## config.mk

```make
export PLATFORM = sky130hd
export DESIGN_NAME = spi_reg_ctrl_flat
export DESIGN_NICKNAME = d
export VERILOG_FILES = /design/src/rtl/spi_reg_ctrl_if.sv /design/src/rtl/spi_reg_ctrl.sv /design/src/flat_wrapper.sv
export SDC_FILE = /design/constraint.sdc
export NUM_CORES = 1
export LEC_CHECK = 0
export ABC_AREA = 1
export BUFFER_PORTS_ARGS = -buffer_cell sky130_fd_sc_hd__buf_2
export CORE_AREA = 3 3 100 102
export CTS_CLUSTER_DIAMETER = 150
export DETAILED_ROUTE_END_ITERATION = 8
export DIE_AREA = 0 0 103 105
export HOLD_SLACK_MARGIN = 0.05
export PLACE_DENSITY = 0.72
export SYNTH_ARGS = -nofsm -noshare
export SYNTH_HDL_FRONTEND = slang
export SYNTH_SLANG_ARGS = --single-unit
```

## constraint.sdc

```tcl
create_clock -name clk -period 2.3 [get_ports clk]
set_input_delay 0.345 -clock clk [delete_from_list [all_inputs] [get_ports clk]]
set_output_delay 0.345 -clock clk [all_outputs]
set_load 0.01 [all_outputs]
```

## src/rtl/spi_reg_ctrl_if.sv

```systemverilog
// SPI byte-level handshake between an SPI slave shifter and spi_reg_ctrl.
`default_nettype none

interface spi_reg_ctrl_if #(
  parameter int WIDTH = 8
);
  logic             sel_;
  logic             rx_valid;
  logic [WIDTH-1:0] rx_byte;
  logic [WIDTH-1:0] tx_byte;

  modport master (output sel_, output rx_valid, output rx_byte, input  tx_byte);
  modport slave  (input  sel_, input  rx_valid, input  rx_byte, output tx_byte);
endinterface

`default_nettype wire

```

## src/rtl/spi_reg_ctrl.sv

```systemverilog
// SPI command decoder driving seven read/write registers plus a read-only status word.
`default_nettype none

module spi_reg_ctrl #(
  parameter int               WIDTH = 8,
  parameter logic [WIDTH-1:0] ID    = 8'hA5
) (
  input  logic               clk,
  input  logic               reset_,
  spi_reg_ctrl_if.slave      spi,
  input  logic [WIDTH-1:0]   status_in,
  output logic [7*WIDTH-1:0] reg_q,
  output logic               wr_stb,
  output logic [2:0]         wr_addr,
  output logic               busy
);

  typedef enum logic [1:0] {
    S_IDLE  = 2'd0,
    S_CMD   = 2'd1,
    S_WDATA = 2'd2,
    S_RDATA = 2'd3
  } state_t;

  state_t                  state_q,   state_d;
  logic [2:0]              addr_q,    addr_d;
  logic                    inc_q,     inc_d;
  logic [WIDTH-1:0]        tx_q,      tx_d;
  logic [6:0][WIDTH-1:0]   regs_q,    regs_d;
  logic                    wr_stb_q,  wr_stb_d;
  logic [2:0]              wr_addr_q, wr_addr_d;
  logic                    rd_pend_q, rd_pend_d;
  logic                    sel_hi_q;

  logic                  w_rx;
  logic [2:0]            w_addr_nxt;
  logic [7:0][WIDTH-1:0] w_words;

  assign w_rx       = spi.rx_valid && !spi.sel_;
  assign w_addr_nxt = inc_q ? addr_q + 3'd1 : addr_q;
  // Address 7 reads the live status input rather than a stored register.
  assign w_words    = {status_in, regs_q};

  always_comb begin
    state_d   = state_q;
    addr_d    = addr_q;
    inc_d     = inc_q;
    tx_d      = tx_q;
    regs_d    = regs_q;
    wr_stb_d  = 1'b0;
    wr_addr_d = wr_addr_q;
    rd_pend_d = 1'b0;

    if (spi.sel_) begin
      state_d = S_IDLE;
      tx_d    = '0;
    end else begin
      case (state_q)
        S_IDLE: begin
          // Only a fresh high-to-low edge of sel_ opens a transaction.
          if (sel_hi_q) begin
            state_d = S_CMD;
            tx_d    = ID;
          end
        end
        S_CMD: begin
          if (w_rx) begin
            addr_d = spi.rx_byte[2:0];
            inc_d  = spi.rx_byte[6];
            if (spi.rx_byte[7]) begin
              state_d   = S_RDATA;
              rd_pend_d = 1'b1;
            end else begin
              state_d = S_WDATA;
              tx_d    = '0;
            end
          end
        end
        S_WDATA: begin
          tx_d = '0;
          if (w_rx) begin
            if (addr_q != 3'd7) begin
              regs_d[addr_q] = spi.rx_byte;
              wr_stb_d       = 1'b1;
              wr_addr_d      = addr_q;
            end
            addr_d = w_addr_nxt;
          end
        end
        S_RDATA: begin
          if (w_rx) begin
            addr_d = w_addr_nxt;
            tx_d   = w_words[w_addr_nxt];
          end else if (rd_pend_q) begin
            tx_d = w_words[addr_q];
          end
        end
        default: state_d = S_IDLE;
      endcase
    end
  end

  always_ff @(posedge clk or negedge reset_) begin
    if (!reset_) begin
      state_q   <= S_IDLE;
      addr_q    <= '0;
      inc_q     <= 1'b0;
      tx_q      <= '0;
      regs_q    <= '0;
      wr_stb_q  <= 1'b0;
      wr_addr_q <= '0;
      rd_pend_q <= 1'b0;
      sel_hi_q  <= 1'b0;
    end else begin
      state_q   <= state_d;
      addr_q    <= addr_d;
      inc_q     <= inc_d;
      tx_q      <= tx_d;
      regs_q    <= regs_d;
      wr_stb_q  <= wr_stb_d;
      wr_addr_q <= wr_addr_d;
      rd_pend_q <= rd_pend_d;
      sel_hi_q  <= spi.sel_;
    end
  end

  assign spi.tx_byte = tx_q;
  assign reg_q       = regs_q;
  assign wr_stb      = wr_stb_q;
  assign wr_addr     = wr_addr_q;
  assign busy        = (state_q != S_IDLE);

endmodule

`default_nettype wire

```

## src/flat_wrapper.sv

```systemverilog
// flat-port wrapper written by rule: the top's interface ports become plain ports
module spi_reg_ctrl_flat 
#(
  parameter int               WIDTH = 8,
  parameter logic [WIDTH-1:0] ID    = 8'hA5
)
  (clk, reset_, status_in, reg_q, wr_stb, wr_addr, busy, spi_sel_, spi_rx_valid, spi_rx_byte, spi_tx_byte);
  spi_reg_ctrl_if #(.WIDTH(WIDTH)) spi_i ();
  input  logic clk;
  input  logic reset_;
  input  logic [WIDTH-1:0] status_in;
  output logic [7*WIDTH-1:0] reg_q;
  output logic wr_stb;
  output logic [2:0] wr_addr;
  output logic busy;
  input wire logic [$bits(spi_i.sel_)-1:0] spi_sel_;
  input wire logic [$bits(spi_i.rx_valid)-1:0] spi_rx_valid;
  input wire logic [$bits(spi_i.rx_byte)-1:0] spi_rx_byte;
  output wire logic [$bits(spi_i.tx_byte)-1:0] spi_tx_byte;
  assign spi_i.sel_ = spi_sel_;
  assign spi_i.rx_valid = spi_rx_valid;
  assign spi_i.rx_byte = spi_rx_byte;
  assign spi_tx_byte = spi_i.tx_byte;
  spi_reg_ctrl #(.WIDTH(WIDTH), .ID(ID)) u_core (.clk(clk), .reset_(reset_), .spi(spi_i), .status_in(status_in), .reg_q(reg_q), .wr_stb(wr_stb), .wr_addr(wr_addr), .busy(busy));
endmodule
```

==> Implementation_results.wiki, run 1 <==
{| class="wikitable"
! Metric !! Value
|-
| Maximum count of clock buffers along a single path || 2
|-
| IR Drop Worst-Case VDD || 0.544 mV
|-
| Status || completed
|-
| TritonCTS clock tree || yes
|-
| Initial cell density of the core || 0.491
|-
| Depth of the CTS H-tree || 3
|-
| Highest routing layer actually used || met4
|-
| Final nets || roughly 700
|-
| Mean cell area of the mapped netlist || 7.63 sq um
|-
| Post-route clock skew || 0.00649 ns
|-
| Routability congestion estimate || 0.984
|-
| Maximum number of pins on one net before global-route repair || 42
|-
| Endpoints failing hold || 0
|-
| Hold Worst Slack || about 0.18 ns
|-
| Synth warnings || 0
|-
| Instance area after placement || 4970 sq um
|-
| Final instance area || 5180 sq um
|-
| Clock sink total || 76
|-
| Number of standard cells after synthesis || ~590
|-
| Met3 routed wirelength || 1040 um
|-
| Unrepaired setup endpoints after global routing || false
|-
| First-pass detailed-route iteration total || 5
|-
| Fin util || 0.563
|-
| Crit end category || register
|-
| Minimum period implied by the final worst setup slack || ~2.0 ns
|-
| Worst-margin pin slew || 0.551 ns
|-
| Num CTS Buffers || 9
|-
| Cell type with the highest occurrence count on the critical path || ha_1
|-
| Post-Route WL || 14200 um
|-
| Share of cells above drive strength 1 || 0.236
|-
| Met1 wire length || between 5000 and 6000 um
|-
| CTS root buf || clkbuf_8
|-
| Mapped cell area || ~4500 sq um
|-
| Detail Route met2 WL || 6930 um
|-
| Number of synthesized register bits || 76
|-
| Endpoints failing setup || 0
|-
| Number of cell rows || 35
|-
| Hold Buf Count CTS || 1
|-
| Clock slew seen by the registers of the worst setup and hold paths || 0.09 ns
|-
| Share of the yosys chip area belonging to registers || 0.421
|-
| I/O Buffers || 88
|-
| Largest stage delay on the critical path || approximately 0.48 ns
|-
| Worst path slowest cell || dfrtp_1
|-
| Global-route total usage across every layer || 0.277
|-
| Max-cap violations || 0
|-
| Count of antenna-violating nets left after detailed routing || 0
|-
| Overflow after GRT || 0
|-
| Type of origin of the critical path || register
|-
| Inserted Diodes || 0
|-
| Net count after synthesis || approximately 620
|-
| Synth-to-layout area growth || 14.6%
|-
| Number of DRC markers after the initial detailed-route iteration || 317
|-
| Worst Path Max Fanout || 16
|-
| Die Footprint || 10800 sq um
|-
| Cell count of the worst reg-to-reg path || 5
|-
| Post-synthesis cell type count || 33
|-
| Number of antenna violations at the first check in global routing || 0
|-
| Total I/O pin count || 89
|-
| Core region area || 9200 sq um
|-
| Power density over cell area || 1280 nW/um^2
|-
| Clock insertion delay at the later pin of the skew report || 0.37 ns
|-
| Detailed placer's ending HPWL || 10300 um
|-
| List of cells traversed by the critical path || ha_1 -> ha_1 -> nor2_8 -> nand3_2 -> o21ai_0
|-
| Static Leakage || 2.58 nW
|-
| Number of instances on the worst hold path || 1
|-
| Worst setup path category || reg -> reg
|-
| Vias post-DR || 4470
|-
| Total count of max-transition violations in the final report || 0
|-
| Worst slew margin || 0.631
|-
| Maximum clock rate || 488 MHz
|-
| Final critical-path share of the clock period || 0.890
|-
| Horiz. Die Dim || 103 um
|-
| CP required || 2.58 ns
|-
| Worst min-delay path class || in -> reg
|-
| Data arrival at the endpoint of the critical path || 2.32 ns
|-
| Per-cell routed wire length || 18.0 um
|-
| Buffers inserted by post-CTS timing repair || 0
|-
| Drt drc || 0
|-
| Height of the die || 105 um
|-
| Global-route wire length before repair || ~23000 um
|-
| Overall power after layout || approximately 6.6 mW
|-
| Quantity of gates resized following cts || 0
|-
| Average via count per standard cell || 5.66
|-
| Number of global-route vias before repair || approximately 4200
|-
| Final TNS setup || 0 ns
|}
[final cells by class]
class,count,area (sq um)
repair buffers,99,541
flip-flops and latches,76,1900
inverters,30,123
fillers,890,4020
clock buffers,11,141
multi-input cells,458,2270
clock inverters,5,61.3
well taps,111,139
[logic make-up after synthesis]
kind of cell             after synthesis  share of synthesized area
AND/OR/NAND/NOR                      356                      0.351
flip-flops                            76                      0.421
adder cells (fa/ha/maj)                7                     0.0194
multiplexers                           1                    0.00249
buffers and inverters                 58                     0.0762
AO/OA/AOI/OAI                         94                      0.130
[where the power goes]
group	leakage, nW	switching [mW]	internal [mW]
logic	1.45	2.26	1.19
registers	1.03	0.429	1.68
clock network	0.0918	0.538	0.533
total	2.58	3.23	3.40
[state kept, by name (all words and copies together), names as in the netlist]
signal,cells
u_core.spi.tx_byte,8
u_core.addr_q,3
u_core.wr_addr,3
u_core.inc_q,1
u_core.reg_q,56
u_core.state_q,2
u_core.rd_pend_q,1
u_core.sel_hi_q,1
u_core.wr_stb,1
[placed cells by master (no fill, tap or decap), drive strengths merged]
cell,synthesis,layout
nand4,3,3
nor2,15,15
clkinv,0,1
inv,30,30
nand3,101,101
o21ai,65,65
dlygate4sd3,0,1
a211oi,1,1
a21oi,20,20
buf,25,98
clkbuf,3,11
ha,7,7
clkinvlp,0,3
mux2,1,1
nor3,1,1
nand2,236,236
o211ai,4,4
a21boi,1,1
o31ai,1,1
o2111ai,1,1
bufinv,0,1
dfrtp,76,76
a32o,1,1
[cells in the mapped netlist (all sizes together)]
cell | n | area, sq um
nand3 | 101 | 571
mux2 | 1 | 11.3
o211ai | 4 | 30.0
a21oi | 20 | 100
nor2 | 15 | 80.1
inv | 30 | 123
dfrtp | 76 | 1900
a211oi | 1 | 12.5
nand4 | 3 | 18.8
a32o | 1 | 10.0
ha | 7 | 87.6
o21ai | 65 | 408
clkbuf | 3 | 11.3
o31ai | 1 | 7.51
buf | 25 | 210
a21boi | 1 | 11.3
nand2 | 236 | 911
nor3 | 1 | 5.00
o2111ai | 1 | 8.76
[path summary, 6_finish.rpt]
check | from | endpoint | slack [ns]
setup reg to reg | u_core.addr_q[0]$_DFFE_PN0P_ | u_core.reg_q[35]$_DFFE_PN0P_ | 0.25
hold reg to reg | u_core.spi.tx_byte[3]$_DFFE_PN0P_ | u_core.spi.tx_byte[3]$_DFFE_PN0P_ | 0.48
max in group asynchronous | reset_ | u_core.reg_q[5]$_DFFE_PN0P_ | 1.22
min in group asynchronous | reset_ | u_core.reg_q[39]$_DFFE_PN0P_ | 0.48
setup / recovery | u_core.addr_q[0]$_DFFE_PN0P_ | u_core.reg_q[35]$_DFFE_PN0P_ | 0.25
hold / removal | spi_sel_ | u_core.sel_hi_q$_DFF_PN0_ | 0.18
[metrics by stage]
stage / worst slack [ns] / std cells
after floorplan: 0.678 / 592
after global placement: 0.319 / 773
after detailed placement: 0.254 / 773
after CTS: 0.222 / 790
after global routing: 0.0410 / 790
final: 0.252 / 790
[per-layer routing]
layer	global-route usage	vias to the layer above
met5	0	-
met3	0.0527	24
met1	0.380	2119
met2	0.438	201
li1	-	2126
met4	0.0888	0
[critical path: cells and delay by family (launching register included)]
kind / cells / cell delay, ns
and+or+nand+nor: 2 / 0.67
DFF: 1 / 0.48
adders and majority gates: 2 / 0.51
AOI/OAI and AO/OA: 1 / 0.28
Power figures use the tool's default switching activity.
==> inputs of run 2 (changes only) <==
SETUP_SLACK_MARGIN = 0.3   (was unset)
==> Implementation_results.wiki, run 2 (synthesis gave the netlist of run 1 again) <==
{| class="wikitable"
! Metric !! Value
|-
| Status || completed
|-
| Clock sink total || 76 (unchanged)
|-
| Static Leakage || 2.59 nW (+0.70%)
|-
| Overflow after GRT || 0 (unchanged)
|-
| Horiz. Die Dim || 103 um (unchanged)
|-
| Total I/O pin count || 89 (unchanged)
|-
| TritonCTS clock tree || yes
|-
| Endpoints failing hold || 0 (unchanged)
|-
| Synth-to-layout area growth || 16.6%
|-
| CP required || 2.56 ns (-0.02 ns)
|-
| Number of cell rows || 35 (unchanged)
|-
| Num CTS Buffers || 9 (unchanged)
|-
| Per-cell routed wire length || 18.0 um (+0.44%)
|-
| Worst-margin pin slew || 0.523 ns (-0.0286 ns)
|-
| Start of the worst register-to-register path || u_core.addr_q[0]$_DFFE_PN0P_
|-
| Vias post-DR || 4487 (+0.38%)
|-
| Maximum clock rate || 534 MHz (+9.3%)
|-
| Placement Setup Slack || 0.254 ns (unchanged)
|-
| Worst path slowest cell || dfrtp_2
|-
| Register cell area after layout || 1900 sq um (about the same)
|-
| CP delay by family, top || simple AND/OR/NAND/NOR gates
|-
| List of cells traversed by the critical path || ha_1 -> nand2_1 -> o21ai_2 -> buf_4 -> nand3_1 -> nand3_1 -> nand3_1 -> nand2_1 -> nand2_1
|-
| Worst min-delay path class || in -> reg
|-
| Hold Worst Slack || 0.195 ns (+0.0190 ns)
|-
| Count of antenna-violating nets left after detailed routing || 0 (unchanged)
|-
| Global-route wire length before repair || 23000 um (+0.42%)
|-
| Worst setup path category || reg -> reg
|-
| Commonest non-fill, non-tap cell in the layout || nand2_1
|-
| Global-route total usage across every layer || 0.278 (+0.00109)
|-
| Worst Path Max Fanout || 17 (+1)
|-
| Final instance area || 5270 sq um (+1.7%)
|-
| Crit end category || register
|-
| Most frequent cells in the layout || nand2_1 (230), nand3_1 (94), buf_2 (87), dfrtp_1 (75), o21ai_0 (25)
|-
| Worst Setup Slack, final || 0.426 ns (+0.175 ns)
|-
| Multi-input combinational cell area || 2330 sq um (+2.4%)
|-
| Number of antenna violations at the first check in global routing || 0 (unchanged)
|-
| Share of cells above drive strength 1 || 0.244 (+0.00812)
|-
| IR Drop Worst-Case VDD || 0.540 mV (-0.65%)
|-
| Maximum number of pins on one net before global-route repair || 42 (unchanged)
|-
| Unrepaired setup endpoints after global routing || true
|-
| Power density over cell area || 1280 nW/um^2 (about the same)
|-
| Endpoints failing setup || 0 (unchanged)
|-
| CTS root buf || clkbuf_8
|-
| Hold path startpoint || spi_sel_
|-
| First-pass detailed-route iteration total || 5 (unchanged)
|-
| Detailed placer's ending HPWL || 10300 um (unchanged)
|-
| Core region area || 9200 sq um (unchanged)
|-
| Post-Route WL || 14300 um (+0.69%)
|-
| Routability congestion estimate || 0.984 (unchanged)
|-
| Data arrival at the endpoint of the critical path || 2.13 ns (-0.19 ns)
|-
| Clock insertion delay at the later pin of the skew report || 0.37 ns (about the same)
|-
| Crit. Startpoint || u_core.addr_q[0]$_DFFE_PN0P_
|-
| Maximum count of clock buffers along a single path || 2 (unchanged)
|-
| Instance area after placement || 4970 sq um (unchanged)
|-
| Largest stage delay on the critical path || 0.47 ns (about the same)
|-
| Type of origin of the critical path || register
|-
| Worst slew margin || 0.651 (+0.0201)
|-
| Die Footprint || 10800 sq um (unchanged)
|-
| Max-cap violations || 0 (unchanged)
|-
| Depth of the CTS H-tree || 3 (unchanged)
|-
| Total count of max-transition violations in the final report || 0 (unchanged)
|-
| Height of the die || 105 um (unchanged)
|-
| Final TNS setup || 0 ns (unchanged)
|-
| Post-route clock skew || 0.00977 ns (+0.00327 ns)
|-
| I/O Buffers || 88 (unchanged)
|-
| Fin util || 0.573 (+0.00952)
|-
| Number of flip-flops under the largest register name || 56 (unchanged)
|-
| Average via count per standard cell || 5.67 (+0.13%)
|-
| Number of DRC markers after the initial detailed-route iteration || 304 (-4.1%)
|-
| Final-layout fill cell count || 879 (-1.2%)
|-
| Minimum period implied by the final worst setup slack || 1.87 ns (-0.175 ns)
|-
| Inserted Diodes || 0 (unchanged)
|-
| Number of buffer and inverter stages on the critical path || 1 (+1)
|-
| Final critical-path share of the clock period || 0.815 (-0.0759)
|-
| Final nets || 703 (+0.29%)
|-
| Clock slew seen by the registers of the worst setup and hold paths || 0.09 ns (about the same)
|-
| Drt drc || 0 (unchanged)
|-
| Initial cell density of the core || 0.491 (unchanged)
|-
| Number of global-route vias before repair || 4231 (+0.17%)
|}
-- run 2: changes by cell type in the layout (fill, tap and decap cells not counted), moves of 2 or more --
cell / delta
nand2_2: -2
nand2_4: +2
nand3_4: +3
nand3_2: -3
-- run 2: worst paths after layout --
path	endpoint	slack [ns]	cells after the start
max in group asynchronous	u_core.reg_q[30]$_DFFE_PN0P_	1.22	3
worst max register to register	u_core.spi.tx_byte[3]$_DFFE_PN0P_	0.43	9
min in group asynchronous	u_core.reg_q[39]$_DFFE_PN0P_	0.48	2
worst max-delay path	u_core.spi.tx_byte[3]$_DFFE_PN0P_	0.43	9
worst min register to register	u_core.spi.tx_byte[3]$_DFFE_PN0P_	0.48	2
worst min-delay path	u_core.sel_hi_q$_DFF_PN0_	0.19	1
-- run 2: what timing repair did --
item	in CTS	in global routing
hold endpoints to repair	35	0
gates resized for setup	2	10
pin swaps	0	1
hold buffers	1	0
buffers inserted	0	2
setup endpoints to repair	26	63
-- run 2: metrics by stage --
step           instances  total power [mW]
6_report             792              6.74
5_1_grt              792              7.26
4_1_cts              790              6.63
3_5_place_dp         773              5.53
3_3_place_gp         773              5.49
2_1_floorplan        592              4.52
-- run 2: per-layer routing --
layer	track usage	vias to the layer above	wire [um]
met5	0	-	0
met4	0.102	0	384
met3	0.0521	28	1000
met2	0.432	207	6860
met1	0.384	2119	6030
li1	-	2133	-
-- run 2: final cells by class --
cell class,count,area share
Inverter,30,0.0233
Tap cell,111,0.0264
Timing Repair Buffer,101,0.109
Clock inverter,5,0.0116
Multi-Input combinational cell,458,0.442
Clock buffer,11,0.0268
Sequential cell,76,0.361
-- run 2: report_power, final --
part	internal, mW	total (mW)	leakage, nW	switching, mW
clock network	0.533	1.08	0.0918	0.547
registers	1.68	2.11	1.03	0.432
logic	1.24	3.55	1.47	2.32
-- run 2: worst register-to-register path, stage by stage (launching register included) --
cell and delay, ns:
dfrtp_2 0.47, ha_1 0.38, nand2_1 0.09, o21ai_2 0.07
buf_4 0.26, nand3_1 0.13, nand3_1 0.12, nand3_1 0.09
nand2_1 0.10, nand2_1 0.06
==> inputs of run 3 (changes only) <==
PLACE_DENSITY = 0.74   (was 0.72)
clock period = 1.7 ns   (was 2.3 ns; I/O delays follow)
==> Implementation_results.wiki, run 3 (synthesis gave the netlist of run 1 again) <==
{| class="wikitable"
! Metric !! Value
|-
| Worst setup path category || reg -> reg
|-
| Static Leakage || 3.09 nW (+19%)
|-
| Number of DRC markers after the initial detailed-route iteration || 520 (+71%)
|-
| Detailed placer's ending HPWL || 11000 um (+6.5%)
|-
| Power density over cell area || 1720 nW/um^2 (+35%)
|-
| Num CTS Buffers || 9 (unchanged)
|-
| Total I/O pin count || 89 (unchanged)
|-
| Final instance area || 6540 sq um (+24%)
|-
| Depth of the CTS H-tree || 3 (unchanged)
|-
| Start of the worst register-to-register path || u_core.addr_q[0]$_DFFE_PN0P_
|-
| Final critical-path share of the clock period || 1.00 (+0.187)
|-
| Hold Worst Slack || 0.158 ns (-0.0365 ns)
|-
| Worst Path Max Fanout || 8 (-9)
|-
| Final TNS setup || -0.00343 ns (-0.00343 ns)
|-
| Non-Filler Instances || 858 (+8.3%)
|-
| Horiz. Die Dim || 103 um (unchanged)
|-
| Per-cell routed wire length || 19.1 um (+6.1%)
|-
| Number of cell rows || 35 (unchanged)
|-
| Type of origin of the critical path || register
|-
| CP required || 1.95 ns (-0.61 ns)
|-
| Hold path startpoint || spi_rx_byte[7]
|-
| Max-cap violations || 0 (unchanged)
|-
| Cell count of the worst reg-to-reg path || 11 (+2)
|-
| Maximum clock rate || 587 MHz (+10%)
|-
| Drt drc || 0 (unchanged)
|-
| Unrepaired setup endpoints after global routing || true
|-
| Final nets || 769 (+9.4%)
|-
| Post-route clock skew || 0.0130 ns (+0.00325 ns)
|-
| Placement Setup Slack || -0.0424 ns (-0.296 ns)
|-
| Die Footprint || 10800 sq um (unchanged)
|-
| Routability congestion estimate || 0.912 (-7.3%)
|-
| Worst-margin pin slew || 0.499 ns (-0.0233 ns)
|-
| Total count of max-transition violations in the final report || 0 (unchanged)
|-
| Instance area after placement || 5480 sq um (+10%)
|-
| Post-Route WL || 16400 um (+15%)
|-
| Endpoints failing setup || 1 (+1)
|-
| Critical path destination || u_core.spi.tx_byte[5]$_DFFE_PN0P_
|-
| Overflow after GRT || 0 (unchanged)
|-
| Core region area || 9200 sq um (unchanged)
|-
| Maximum number of pins on one net before global-route repair || 42 (unchanged)
|-
| Data arrival at the endpoint of the critical path || 1.96 ns (-0.17 ns)
|-
| Most frequent cells in the layout || nand2_1 (183), buf_2 (86), nand3_1 (78), dfrtp_1 (73), o21ai_2 (40)
|-
| Maximum count of clock buffers along a single path || 2 (unchanged)
|-
| Clock insertion delay at the later pin of the skew report || 0.36 ns (about the same)
|-
| Number of flip-flops under the largest register name || 56 (unchanged)
|-
| Worst R2R Setup Slack || -0.003 ns (-0.43 ns)
|-
| Average via count per standard cell || 5.79 (+2.3%)
|-
| Crit. Startpoint || u_core.addr_q[0]$_DFFE_PN0P_
|-
| Height of the die || 105 um (unchanged)
|-
| Status || finished, violations left
|-
| Count of antenna-violating nets left after detailed routing || 0 (unchanged)
|-
| Number of antenna violations at the first check in global routing || 0 (unchanged)
|-
| Minimum period implied by the final worst setup slack || 1.70 ns (-0.170 ns)
|-
| Worst slew margin || 0.667 (+0.0156)
|-
| IR Drop Worst-Case VDD || 0.772 mV (+43%)
|-
| Clock slew seen by the registers of the worst setup and hold paths || 0.09 ns (about the same)
|-
| Number of cells in the design after placement || 809 (+4.7%)
|-
| Inserted Diodes || 0 (unchanged)
|-
| Initial cell density of the core || 0.491 (unchanged)
|-
| Commonest non-fill, non-tap cell in the layout || nand2_1
|-
| TritonCTS clock tree || yes
|-
| Worst min-delay path class || in -> reg
|-
| Endpoints failing hold || 0 (unchanged)
|-
| CTS root buf || clkbuf_8
|-
| First-pass detailed-route iteration total || 7 (+2)
|-
| Share of cells above drive strength 1 || 0.451 (+0.207)
|-
| Capture instance of the worst register-to-register path || u_core.spi.tx_byte[5]$_DFFE_PN0P_
|-
| Crit end category || register
|-
| Clock sink total || 76 (unchanged)
|-
| Global-route total usage across every layer || 0.296 (+0.0178)
|-
| Global-route wire length before repair || 24900 um (+8.1%)
|-
| Final-layout fill cell count || 727 (-17%)
|-
| Register cell area after layout || 1910 sq um (+0.13%)
|-
| Synth-to-layout area growth || 44.7%
|-
| Vias post-DR || 4971 (+11%)
|-
| Multi-input combinational cell area || 2870 sq um (+23%)
|-
| I/O Buffers || 88 (unchanged)
|-
| Violated checks || negative setup slack
|-
| Worst Setup Slack, final || -0.00343 ns (-0.430 ns)
|-
| Number of global-route vias before repair || 4690 (+11%)
|}
[run 3: cell types whose count changed in the layout (fill, tap and decap cells not counted), moves of 7 or more]
| cell | previous run | this run |
|---|---|---|
| buf_12 | 2 | 12 |
| buf_4 | 10 | 38 |
| buf_6 | 1 | 21 |
| ha_1 | 7 | 0 |
| nand2_1 | 230 | 183 |
| nand2_2 | 2 | 34 |
| nand2_4 | 4 | 19 |
| nand3_1 | 94 | 78 |
| nand3_2 | 0 | 16 |
| o21ai_0 | 25 | 3 |
| o21ai_2 | 21 | 40 |
[run 3: worst min path at each step]
| stage | to | cells after the start |
|---|---|---|
| final | u_core.rd_pend_q$_DFF_PN0_ | 3 |
| after global routing | u_core.rd_pend_q$_DFF_PN0_ | 3 |
| after CTS | u_core.rd_pend_q$_DFF_PN0_ | 3 |
| after detailed placement | u_core.wr_addr[1]$_DFFE_PN0P_ | 1 |
| after global placement | u_core.reg_q[29]$_DFFE_PN0P_ | 1 |
| after floorplan | u_core.addr_q[0]$_DFFE_PN0P_ | 0 |
[run 3: through the flow]
stage / utilization / power, mW
floorplan: - / 6.56
global placement: 0.596 / 8.52
detailed placement: 0.596 / 8.61
CTS: 0.651 / 10.6
global route: 0.711 / 12.0
finish: 0.711 / 11.3
[run 3: layout make-up]
class | instances | area share
clock buffers | 11 | 0.0201
clock inverters | 5 | 0.00574
inverters | 30 | 0.0211
multi-input cells | 461 | 0.440
flip-flops and latches | 76 | 0.292
well taps | 111 | 0.0212
repair buffers | 164 | 0.201
[run 3: power by group]
group	switching [mW]	internal [mW]
clock network	0.709	0.537
registers	0.672	2.28
logic	3.94	3.13
[run 3: per-layer routing]
metal / routed length (um) / GRT usage / vias to the layer above
met5: 0 / 0 / -
met4: 477 / 0.0916 / 0
met3: 1410 / 0.0501 / 41
met2: 7600 / 0.437 / 272
met1: 6920 / 0.440 / 2383
li1: - / - / 2275
[run 3: timing repair]
item | in CTS | in global routing
hold buffers | 1 | 0
pin swaps | 21 | 20
endpoints found under the setup margin | 73 | 73
gates resized for setup | 21 | 142
hold endpoints to repair | 17 | 0
gates cloned | 3 | 3
buffers inserted | 18 | 8
[run 3: critical path, cell delays in order, from the launching register on]
cell,delay [ns]
dfrtp_2,0.45
ha_4,0.18
ha_4,0.26
nand2_4,0.05
o21ai_4,0.11
inv_4,0.14
nand3_2,0.10
nand2_1,0.06
nand2_1,0.07
nand2_1,0.08
nand2_1,0.07
nand2_1,0.05
